<file path="config.mk">
export PLATFORM = sky130hd
export DESIGN_NAME = fft_bitrev_loader
export DESIGN_NICKNAME = d
export VERILOG_FILES = /design/src/rtl/fft_bitrev_loader.sv
export SDC_FILE = /design/constraint.sdc
export NUM_CORES = 1
export LEC_CHECK = 0
export CAP_MARGIN = 0
export CORE_AREA = 2 2 67 81
export CTS_CLUSTER_SIZE = 16
export DETAILED_ROUTE_END_ITERATION = 7
export DIE_AREA = 0 0 69 83
export HOLD_SLACK_MARGIN = 0.15
export PLACE_DENSITY = 0.79
export SYNTH_ARGS = -nofsm -noshare
export SYNTH_HDL_FRONTEND = slang
export SYNTH_SLANG_ARGS = --single-unit
</file>
<file path="constraint.sdc">
create_clock -name Clk -period 1.4 [get_ports Clk]
set_input_delay 0.28 -clock Clk [delete_from_list [all_inputs] [get_ports Clk]]
set_output_delay 0.28 -clock Clk [all_outputs]
set_load 0.02 [all_outputs]
</file>
<file path="src/rtl/fft_bitrev_loader.sv">
// Input-reorder controller for a 64-point FFT: fills a single-port RAM in natural order,
// then drains the frame in bit-reversed order. Output is 1 cycle behind the read address; no downstream backpressure.
module fft_bitrev_loader #(
    parameter int WIDTH  = 32,
    parameter int ADDR_W = 6,
    parameter int BITREV = 1
) (
    input  logic              Clk,
    input  logic              Rst,
    input  logic              In_Valid,
    output logic              In_Ready,
    input  logic [WIDTH-1:0]  In_Data,
    output logic              Out_Valid,
    output logic [WIDTH-1:0]  Out_Data,
    output logic [ADDR_W-1:0] Out_Index,
    output logic              Out_Last,
    output logic              Ram_En,
    output logic              Ram_We,
    output logic [ADDR_W-1:0] Ram_Addr,
    output logic [WIDTH-1:0]  Ram_DI,
    input  logic [WIDTH-1:0]  Ram_DO
);

    typedef enum logic {FILL, DRAIN} state_t;

    localparam logic [ADDR_W-1:0] LAST = '1;

    state_t            state;
    logic [ADDR_W-1:0] wr_cnt;
    logic [ADDR_W-1:0] rd_cnt;
    logic [ADDR_W-1:0] rd_rev;

    always_comb begin
        rd_rev = '0;
        for (int i = 0; i < ADDR_W; i++) begin
            rd_rev[i] = rd_cnt[ADDR_W-1-i];
        end
    end

    assign In_Ready = (state == FILL);
    assign Ram_En   = (state == FILL) ? In_Valid : 1'b1;
    assign Ram_We   = (state == FILL) && In_Valid;
    assign Ram_DI   = In_Data;
    assign Ram_Addr = (state == FILL) ? wr_cnt : ((BITREV != 0) ? rd_rev : rd_cnt);
    assign Out_Data = Ram_DO;

    always_ff @(posedge Clk) begin
        if (Rst) begin
            state     <= FILL;
            wr_cnt    <= '0;
            rd_cnt    <= '0;
            Out_Valid <= 1'b0;
            Out_Index <= '0;
            Out_Last  <= 1'b0;
        end else begin
            // Output registers track the read issued this cycle, matching the RAM's read latency.
            Out_Valid <= (state == DRAIN);
            Out_Index <= rd_cnt;
            Out_Last  <= (state == DRAIN) && (rd_cnt == LAST);
            case (state)
                FILL: begin
                    if (In_Valid) begin
                        wr_cnt <= wr_cnt + 1'b1;
                        if (wr_cnt == LAST) begin
                            state <= DRAIN;
                        end
                    end
                end
                DRAIN: begin
                    rd_cnt <= rd_cnt + 1'b1;
                    if (rd_cnt == LAST) begin
                        state <= FILL;
                    end
                end
                default: state <= FILL;
            endcase
        end
    end

endmodule

</file>
==> results of run 1 <==
worst max-delay path: cells and delay by family (launching register included):
kind / cells / cell delay (ns)
buffers and inverters: 3 / 0.38
flip-flops: 1 / 0.37
AND/OR/NAND/NOR: 1 / 0.22
state kept, by name, summed over array words and instances, names as in the netlist:
| signal | flops |
|---|---|
| wr_cnt | 6 |
| state | 1 |
| rd_cnt | 6 |
| Out_Index | 6 |
| Out_Valid | 1 |
| Out_Last | 1 |
how the worst min path moves through the flow:
stage,start,endpoint,slack (ns),cells after the start
floorplan,Rst,rd_cnt[5]$_SDFFE_PP0P_,0.45,2
finish,Ram_DO[9],Out_Data[9],0.56,0
detailed placement,Ram_DO[15],Out_Data[15],0.56,0
global route,Ram_DO[19],Out_Data[19],0.56,0
CTS,Ram_DO[15],Out_Data[15],0.56,0
global placement,Ram_DO[15],Out_Data[15],0.56,0
timing repair:
action / 4_1_cts / 5_1_grt
resized for setup: 60 / 9
pin swaps: 1 / 0
setup endpoints to repair: 21 / 13
setup buffers: 2 / 3
cells by family (layout without fill, tap and decap cells):
family / after synthesis / in the layout / synth area share (%)
simple gates: 40 / 40 / 15.72
mux: 10 / 10 / 8.186
fa+ha+maj: 2 / 2 / 1.860
buf+inv: 70 / 50 / 37.67
flops: 21 / 21 / 31.26
compound gates: 3 / 3 / 1.395
xor+xnor: 6 / 6 / 3.907
routing by layer:
| metal | share of wire (%) | routed length, microns | vias to the layer above | GRT usage, % |
|---|---|---|---|---|
| met5 | 0 | 0 | - | 0 |
| met4 | 9.2 | 252 | 0 | 9.982 |
| met3 | 16 | 432 | 43 | 5.461 |
| met2 | 47 | 1287 | 42 | 14.86 |
| met1 | 28 | 775 | 345 | 7.101 |
| li1 | - | - | 384 | - |
where the power goes:
group	internal [mW]	switching, mW
Sequential	0.601	0.00365
Clock	0.198	0.193
Combinational	0.0537	0.0473
Total	0.853	0.244
placed cells by master (no fill, tap or decap), types with 2 or more instances in the layout:
master and count:
xor2_1 4, nor2_1 12, ha_1 2, clkdlybuf4s50_1 2, xnor2_1 2, nor2b_1 9, mux2_4 3, mux2_2 5
buf_6 8, buf_4 25, dfxtp_1 20, clkbuf_8 3, inv_1 2, dlygate4sd2_1 8, mux2i_1 2, nand4_1 6
nand2_1 4
area by class of cell:
cell class | count | area share (%)
Clock buffer | 3 | 3.036
Clock inverter | 1 | 0.3680
Inverter | 2 | 0.5520
Multi-Input combinational cell | 61 | 31.92
Sequential cell | 21 | 31.19
Tap cell | 60 | 5.520
Timing Repair Buffer | 44 | 27.42
==> reports/qor.csv, run 1 <==
metric;value;unit
status;finished with violations;
failing checks;negative setup slack;
yosys warns;0;
die footprint;5727;sq um
pre-CTS WS;-0.5068;ns
worst-case clock buffer depth;2;
share of cells above drive strength 1;37.12;%
slack of the worst reg-to-reg path;0.01;ns
placed cell count;183;
Via Count;814;
Post-synth top cells;buf_4, dfxtp_1, nor2_1;
hpwl dp;2174;microns
grt ovf;0;
min Tclk post-route;1.511;ns
CP required;1.12;ns
delay of the slowest cell on the worst path;0.37;ns
utilization after layout;27.73;%
number of diodes;0;
htree depth;1;
synthesized cell area;1345;sq um
DR pass1 iterations;4;
Synth cell types;25;
Synth area leader;buf_4;
Clk Latency, worst-skew pair;0.26;ns
ys flop type;dfxtp_1;
leading post-synthesis cells by cell area;buf_4, dfxtp_1, mux2_2;
Final Wtd Congestion;0.7740;
first-pass GRT wire length;4084;microns
synthesized instance count;152;
CTS clk-pin slew, worst paths;0.07;ns
top achievable clock speed;661.7;MHz
RSZ-0062 raised after global routing;yes;
CP endpoint kind;primary output;
# fillers;510;
Slew @ Worst Pin;0.2309;ns
top cell type's share of synthesized area;35.72;%
Post-synth EDFFs;0;
R2R Path End;rd_cnt[5]$_SDFFE_PP0P_;
Die Wd;69;microns
Non-Filler Instances;192;
relative slew slack;84.49;%
Placement Cell Area;1261;sq um
Max Cap Viol;0;
core area;4905;sq um
Hold Buf Count CTS;0;
FF+latch count, synth;21;
post-synth net total;221;
critical path arrival;1.23;ns
WL/cell;14.31;microns
DRC;0;
All-Layer GR Usage;9.200;%
num ports;148;
multi-input logic area;434.2;sq um
crit share post-route;107.9;%
TritonCTS clock tree;done;
PD cells;806.6;nW/um^2
final non-filler cell area;1360;sq um
Setup Skew;0.004149;ns
register area;424.2;sq um
initial drt markers;50;
CP max stage cell;dfxtp_4;
starting density of the core;27.42;%
CP Max Fanout;6;
largest net degree at the start of global routing;13;
Final Slew Violations;0;
crit path from;state$_SDFF_PP0_;
post-synthesis async set-or-reset flop share;0;%
Num CTS Buffers;3;
clock sinks;21;
Static Leak;0.6449;nW
Fin. Hold Viols;0;
r2r startpoint;state$_SDFF_PP0_;
final setup vio count;8;
R2R cell count;5;
final setup TNS;-0.5477;ns
Critical Path, Cell by Cell;buf_6 -> buf_6 -> or2_4 -> buf_6;
FP Rows;28;
post-route ant nets;0;
Mapped Avg Cell Area;8.849;sq um
type of the worst setup path;flop to primary output;
Area growth syn-to-layout;1.116;%
routed wire length;2748;microns
Worst path most repeated cell;buf_6;
number of global-route vias before repair;773;
most frequent cell after synthesis;buf_4;
Hold Path Class;input pin to primary output;
final worst-path setup slack;-0.1112;ns
PortBufs;19;
minimum hold slack;0.5600;ns
sequential fraction of the synthesis area;31.26;%
VDD IR-drop max;0.0002301;V
initial antenna violation count;0;
crit start category;flop;
Nets;202;
clk root buf;clkbuf_8;
Setup crit end;Ram_En;
post-DR vias/cell;4.240;
Die H;83;microns
Tot Pwr;1.097;mW
Power figures use the tool's default switching activity.
==> inputs of run 2 (changes only) <==
--- a/config.mk
+++ b/config.mk
@@ -5,12 +5,14 @@
 export SDC_FILE = /design/constraint.sdc
 export NUM_CORES = 1
 export LEC_CHECK = 0
+export ABC_AREA = 1
 export CAP_MARGIN = 0
 export CORE_AREA = 2 2 67 81
 export CTS_CLUSTER_SIZE = 16
 export DETAILED_ROUTE_END_ITERATION = 7
 export DIE_AREA = 0 0 69 83
 export HOLD_SLACK_MARGIN = 0.15
+export MAX_ROUTING_LAYER = met4
 export PLACE_DENSITY = 0.79
 export SYNTH_ARGS = -nofsm -noshare
 export SYNTH_HDL_FRONTEND = slang
==> run 2 against run 1 <==
Compared with the run above:
- the run still ends with negative setup slack left
- count of clock-buffer cells in the layout is the same
- worst hold slack lost 0.070 ns
- sequential power is essentially flat
- critical path type unchanged
==> reports/qor.csv, run 2 <==
metric;value;unit;change
CP max stage cell;dfxtp_4;;
hpwl dp;2167;microns;-0.36%
placed cell count;220;;+20%
yosys warns;0;;unchanged
FF+latch count, synth;21;;unchanged
Hold Path Class;flop to flop;;
PortBufs;19;;unchanged
All-Layer GR Usage;9.894;%;+0.69 points
Critical Path, Cell by Cell;buf_6 -> or2_4 -> buf_6;;
initial drt markers;88;;+76%
TritonCTS clock tree;done;;
sequential fraction of design power;54.4;%;-0.7 points
Clk Latency, worst-skew pair;0.27;ns;about the same
starting density of the core;27.47;%;+0.051 points
PD cells;808.8;nW/um^2;+0.27%
crit path from;state$_SDFF_PP0_;;
VDD IR-drop max;0.0002666;V;+16%
Max Cap Viol;0;;unchanged
Setup crit end;Ram_En;;
post-synth net total;251;;+14%
CP endpoint kind;primary output;;
die footprint;5727;sq um;unchanged
Final Wtd Congestion;0.8424;;+8.8%
Non-Filler Instances;226;;+18%
most frequent cell after synthesis;buf_4;;
most common cell after layout, fill and taps aside;buf_4;;
Net Sw Power;0.2606;mW;+6.9%
Int Pwr;0.8475;mW;-0.69%
clk root buf;clkbuf_8;;
number of global-route vias before repair;931;;+20%
relative slew slack;85.46;%;+0.97 points
worst-case clock buffer depth;2;;unchanged
first-pass GRT wire length;4367;microns;+6.9%
Switching Fraction;23.52;%;+1.3 points
top achievable clock speed;710.6;MHz;+7.4%
WL/cell;12.08;microns;-16%
Die H;83;microns;unchanged
Setup Skew;0.001153;ns;-0.002996 ns
post-route ant nets;0;;unchanged
Post-synth top cells;buf_4, nor2_1, nand2_1;;
slack of the worst reg-to-reg path;0.18;ns;+0.17 ns
Mapped Avg Cell Area;7.404;sq um;-16%
CP Max Fanout;8;;+2
post-synthesis async set-or-reset flop share;0;%;unchanged
Synth cell types;19;;-24%
Static Leak;0.6359;nW;-1.4%
r2r startpoint;state$_SDFF_PP0_;;
Slew @ Worst Pin;0.2190;ns;-0.01190 ns
Largest regs;Out_Index (6), rd_cnt (6), wr_cnt (6);;
Die Wd;69;microns;unchanged
Synth area leader;buf_4;;
minimum hold slack;0.4903;ns;-0.06970 ns
final setup vio count;1;;-7
clock network power share;36.8;%;+1.1 points
core area;4905;sq um;unchanged
Final Slew Violations;0;;unchanged
CTS clk-pin slew, worst paths;0.08;ns;about the same
critical path arrival;1.13;ns;-0.10 ns
ys flop type;dfxtp_1;;
Via Count;956;;+17%
Worst path most repeated cell;buf_6;;
post-DR vias/cell;4.230;;-0.22%
utilization after layout;27.93;%;+0.20 points
Post-synth EDFFs;0;;unchanged
power share of the combinational group;8.7;%;-0.5 points
synthesized cell area;1348;sq um;+0.19%
Num CTS Buffers;3;;unchanged
Nets;236;;+17%
most frequent cells in the layout;buf_4, nor2_1, nand2_1;;
synthesized instance count;182;;+20%
sequential fraction of the synthesis area;31.20;%;-0.058 points
Area growth syn-to-layout;1.671;%;
R2R Path End;rd_cnt[5]$_SDFFE_PP0P_;;
WHS Path Cells;2;;+2
top cell type's share of synthesized area;36.21;%;+0.49 points
clock sinks;21;;unchanged
grt ovf;0;;unchanged
pre-CTS WS;-0.5008;ns;+0.006031 ns
final worst-path setup slack;-0.007230;ns;+0.1040 ns
DR pass1 iterations;4;;unchanged
routed wire length;2729;microns;-0.69%
delay of the slowest cell on the worst path;0.37;ns;about the same
RSZ-0062 raised after global routing;yes;;
status;finished with violations;;
share of cells above drive strength 1;32.53;%;-4.6 points
leading post-synthesis cells by cell area;buf_4, dfxtp_1, nor2_1;;
R2R cell count;7;;+2
DRC;0;;unchanged
crit start category;flop;;
num ports;148;;unchanged
CP required;1.12;ns;about the same
type of the worst setup path;flop to primary output;;
largest net degree at the start of global routing;13;;unchanged
crit share post-route;100.5;%;-7.4 points
initial antenna violation count;0;;unchanged
min Tclk post-route;1.407;ns;-0.1040 ns
failing checks;negative setup slack;;
FP Rows;28;;unchanged
final setup TNS;-0.007230;ns;+0.5404 ns
number of diodes;0;;unchanged
Fin. Hold Viols;0;;unchanged
htree depth;1;;unchanged
run 2: area by class of cell:
type                       instances  area [sq um]
timing repair buffer              46         376.6
timing repair inverter             1         7.507
clock buffer                       3         41.29
fill                             524          3535
inverter                          13         51.30
tap                               60         75.07
sequential                        21         424.2
clock inverter                     1         5.005
multi-input combinational         81         389.1
run 2: worst max-delay path: cells and delay by family, from the launching register on:
| kind | cells | cell delay (ns) |
|---|---|---|
| DFF | 1 | 0.37 |
| buffers and inverters | 2 | 0.26 |
| and+or+nand+nor | 1 | 0.23 |
run 2: what timing repair did:
action / in CTS / in global routing
buffers inserted: 0 / 1
endpoints found under the setup margin: 17 / 9
pin swaps: 3 / 2
hold buffers: 0 / 0
resized for setup: 65 / 10
gates cloned: 1 / 0
run 2: cells by family (layout without fill, tap and decap cells):
kind of cell / count (synthesis) / after routing / synth area share [%]
compound gates: 16 / 16 / 6.221
fa+ha+maj: 2 / 2 / 1.857
simple gates: 63 / 63 / 19.68
buf+inv: 80 / 64 / 41.04
flops: 21 / 21 / 31.20
run 2: how the worst min path moves through the flow:
stage | from | endpoint | slack, ns
detailed placement | rd_cnt[4]$_SDFFE_PP0P_ | Out_Index[4]$_SDFF_PP0_ | 0.46
floorplan | rd_cnt[4]$_SDFFE_PP0P_ | Out_Index[4]$_SDFF_PP0_ | 0.43
CTS | rd_cnt[4]$_SDFFE_PP0P_ | Out_Index[4]$_SDFF_PP0_ | 0.47
finish | rd_cnt[4]$_SDFFE_PP0P_ | Out_Index[4]$_SDFF_PP0_ | 0.49
global placement | rd_cnt[4]$_SDFFE_PP0P_ | Out_Index[4]$_SDFF_PP0_ | 0.45
global route | rd_cnt[4]$_SDFFE_PP0P_ | Out_Index[4]$_SDFF_PP0_ | 0.51
run 2: power groups by stage:
stage	Clock [mW]	Combinational, mW	Sequential [mW]
2_1_floorplan	0	0.310	0.621
3_3_place_gp	0	0.0939	0.619
3_5_place_dp	0	0.0945	0.619
4_1_cts	0.419	0.0918	0.603
5_1_grt	0.439	0.107	0.604
6_report	0.408	0.0968	0.603
run 2: layer usage:
metal	track usage [%]	up-vias	wire length, microns
li1	-	464	-
met1	8.728	411	907
met2	14.77	42	1289
met3	3.277	39	260
met4	12.48	0	272
met5	-	-	0
run 2: metrics by stage:
step / power, mW / instance area (sq um)
6_report: 1.108 / 1370
5_1_grt: 1.150 / 1370
4_1_cts: 1.114 / 1343
3_5_place_dp: 0.7136 / 1304
3_3_place_gp: 0.7127 / 1304
2_1_floorplan: 0.9308 / 1348
==> inputs of run 3 (changes only) <==
--- a/config.mk
+++ b/config.mk
@@ -7,13 +7,13 @@
 export LEC_CHECK = 0
 export ABC_AREA = 1
 export CAP_MARGIN = 0
-export CORE_AREA = 2 2 67 81
+export CORE_AREA = 2 2 65 79
 export CTS_CLUSTER_SIZE = 16
 export DETAILED_ROUTE_END_ITERATION = 7
-export DIE_AREA = 0 0 69 83
+export DIE_AREA = 0 0 67 81
 export HOLD_SLACK_MARGIN = 0.15
 export MAX_ROUTING_LAYER = met4
-export PLACE_DENSITY = 0.79
+export PLACE_DENSITY = 0.83
 export SYNTH_ARGS = -nofsm -noshare
 export SYNTH_HDL_FRONTEND = slang
 export SYNTH_SLANG_ARGS = --single-unit
==> constraint.sdc (replaced) <==
create_clock -name Clk -period 1.8 [get_ports Clk]
set_input_delay 0.36 -clock Clk [delete_from_list [all_inputs] [get_ports Clk]]
set_output_delay 0.36 -clock Clk [all_outputs]
set_load 0.02 [all_outputs]
==> run 3 against run 2 <==
Compared with the run above:
- the run now ends clean
- sequential share of layout area rose by 4.0 points
- global-route usage rose by 1.2 points
- highest routed layer unchanged
- register-to-register slack gained 0.42 ns
- die area shrank 5.2%
- routed wire length up 0.92%
- critical path type is now input pin to primary output
==> reports/qor.csv, run 3 (synthesis results as in run 2) <==
metric;value;unit;change
status;complete, no violations;;
core area;4765;sq um;-2.9%
first-pass GRT wire length;4305;microns;-1.4%
WL/cell;13.43;microns;+11%
Setup Skew;0.001192;ns;+0.00003892 ns
die footprint;5427;sq um;-5.2%
largest net degree at the start of global routing;14;;+1
most frequent cells in the layout;nor2_1, nand2_1, dfxtp_1;;
Largest regs;Out_Index (6), rd_cnt (6), wr_cnt (6);;
VDD IR-drop max;0.0002523;V;-5.4%
Via Count;899;;-6.0%
TritonCTS clock tree;done;;
PortBufs;19;;unchanged
FP Rows;28;;unchanged
Setup crit end;Ram_En;;
Max Cap Viol;0;;unchanged
Die H;81;microns;-2.4%
PD cells;707.9;nW/um^2;-12%
post-route ant nets;0;;unchanged
CP Max Fanout;3;;-5
Nets;215;;-8.9%
number of global-route vias before repair;891;;-4.3%
relative slew slack;83.40;%;-2.1 points
type of the worst setup path;input pin to primary output;;
Placement Cell Area;1161;sq um;-11%
hpwl dp;2253;microns;+4.0%
post-DR vias/cell;4.385;;+3.7%
All-Layer GR Usage;11.07;%;+1.2 points
CTS clk-pin slew, worst paths;0.08;ns;about the same
final worst-path setup slack;0.03325;ns;+0.04048 ns
Die Wd;67;microns;-2.9%
starting density of the core;28.28;%;+0.81 points
DR pass1 iterations;4;;unchanged
DRC;0;;unchanged
r2r startpoint;state$_SDFF_PP0_;;
crit share post-route;98.15;%;
Clk Latency, worst-skew pair;0.26;ns;about the same
clk root buf;clkbuf_8;;
Fin. Hold Viols;0;;unchanged
crit start category;input pin;;
delay of the slowest cell on the worst path;0.48;ns;+0.11 ns
clock sinks;21;;unchanged
CP endpoint kind;primary output;;
final non-filler cell area;1201;sq um;-12%
RSZ-0062 raised after global routing;no;;
Slew @ Worst Pin;0.2464;ns;+0.02740 ns
most common cell after layout, fill and taps aside;nor2_1;;
Area growth syn-to-layout;-10.86;%;
min Tclk post-route;1.767;ns;
setup bufs post-CTS;0;;unchanged
share of cells above drive strength 1;13.79;%;-19 points
R2R Path End;wr_cnt[3]$_SDFFE_PP0P_;;
Final Slew Violations;0;;unchanged
routed wire length;2754;microns;+0.92%
num ports;148;;unchanged
# fillers;547;;+4.4%
top achievable clock speed;566.0;MHz;
R2R cell count;8;;+1
pre-CTS WS;-0.2682;ns;+0.2326 ns
number of diodes;0;;unchanged
minimum hold slack;0.4640;ns;-0.02630 ns
Hold Path Class;flop to flop;;
initial antenna violation count;0;;unchanged
CP max stage cell;clkdlybuf4s50_1;;
Num CTS Buffers;3;;unchanged
Static Leak;0.4953;nW;-22%
slack of the worst reg-to-reg path;0.60;ns;+0.42 ns
Critical Path, Cell by Cell;clkdlybuf4s50_1 -> or2_2 -> clkdlybuf4s15_2;;
final setup vio count;0;;-1
critical path arrival;1.41;ns;+0.28 ns
grt ovf;0;;unchanged
worst-case clock buffer depth;2;;unchanged
htree depth;1;;unchanged
Tot Pwr;0.8502;mW;-23%
Final Wtd Congestion;0.8266;;-1.9%
CP required;1.44;ns;+0.32 ns
crit path from;In_Valid;;
initial drt markers;20;;-77%
-- run 3: cell type report --
type	instances	area [sq um]	area share, %
multi-input cells	81	374.1	31.15
repair buffers	26	234.0	19.48
clock inverters	1	7.507	0.6250
inverters	13	48.80	4.063
flip-flops and latches	21	420.4	35.00
well taps	60	75.07	6.250
clock buffers	3	41.29	3.438
-- run 3: worst min-delay path by stage --
stage                     slack, ns                       to  cells after the start                   start
after detailed placement       0.45  Out_Index[1]$_SDFF_PP0_                      2  rd_cnt[1]$_SDFFE_PP0P_
after CTS                      0.46  Out_Index[1]$_SDFF_PP0_                      2  rd_cnt[1]$_SDFFE_PP0P_
after floorplan                0.43  Out_Index[4]$_SDFF_PP0_                      2  rd_cnt[4]$_SDFFE_PP0P_
final                          0.46  Out_Index[1]$_SDFF_PP0_                      2  rd_cnt[1]$_SDFFE_PP0P_
after global routing           0.51  Out_Index[1]$_SDFF_PP0_                      2  rd_cnt[1]$_SDFFE_PP0P_
after global placement         0.44  Out_Index[1]$_SDFF_PP0_                      2  rd_cnt[1]$_SDFFE_PP0P_
-- run 3: worst max-delay path, delay by kind of cell --
family / cells / cell delay (ns)
AND/OR/NAND/NOR: 1 / 0.30
buffers and inverters: 2 / 0.74
-- run 3: repair_timing --
action	4_1_cts	5_1_grt
setup endpoints to repair	8	2
gates resized for setup	10	4
hold buffers	0	0
-- run 3: metrics by stage --
step	utilization [%]	cells	setup TNS (ns)
2_1_floorplan	-	182	0
3_3_place_gp	24.37	201	-0.4936
3_5_place_dp	24.37	201	-0.4774
4_1_cts	25.24	205	0
5_1_grt	25.21	205	0
6_report	25.21	205	0
-- run 3: report_power, final --
group / total, mW / leakage, nW / internal, mW / switching, mW
clock: 0.323 / 0.0217 / 0.157 / 0.167
combinational: 0.0542 / 0.304 / 0.0229 / 0.0312
sequential: 0.473 / 0.170 / 0.468 / 0.00439
-- run 3: metal layers --
metal | GRT usage (%) | wire, microns | share of wire, %
met5 | - | 0 | 0
met4 | 10.00 | 189 | 6.9
met3 | 5.263 | 337 | 12
met2 | 17.72 | 1331 | 48
met1 | 9.367 | 895 | 32
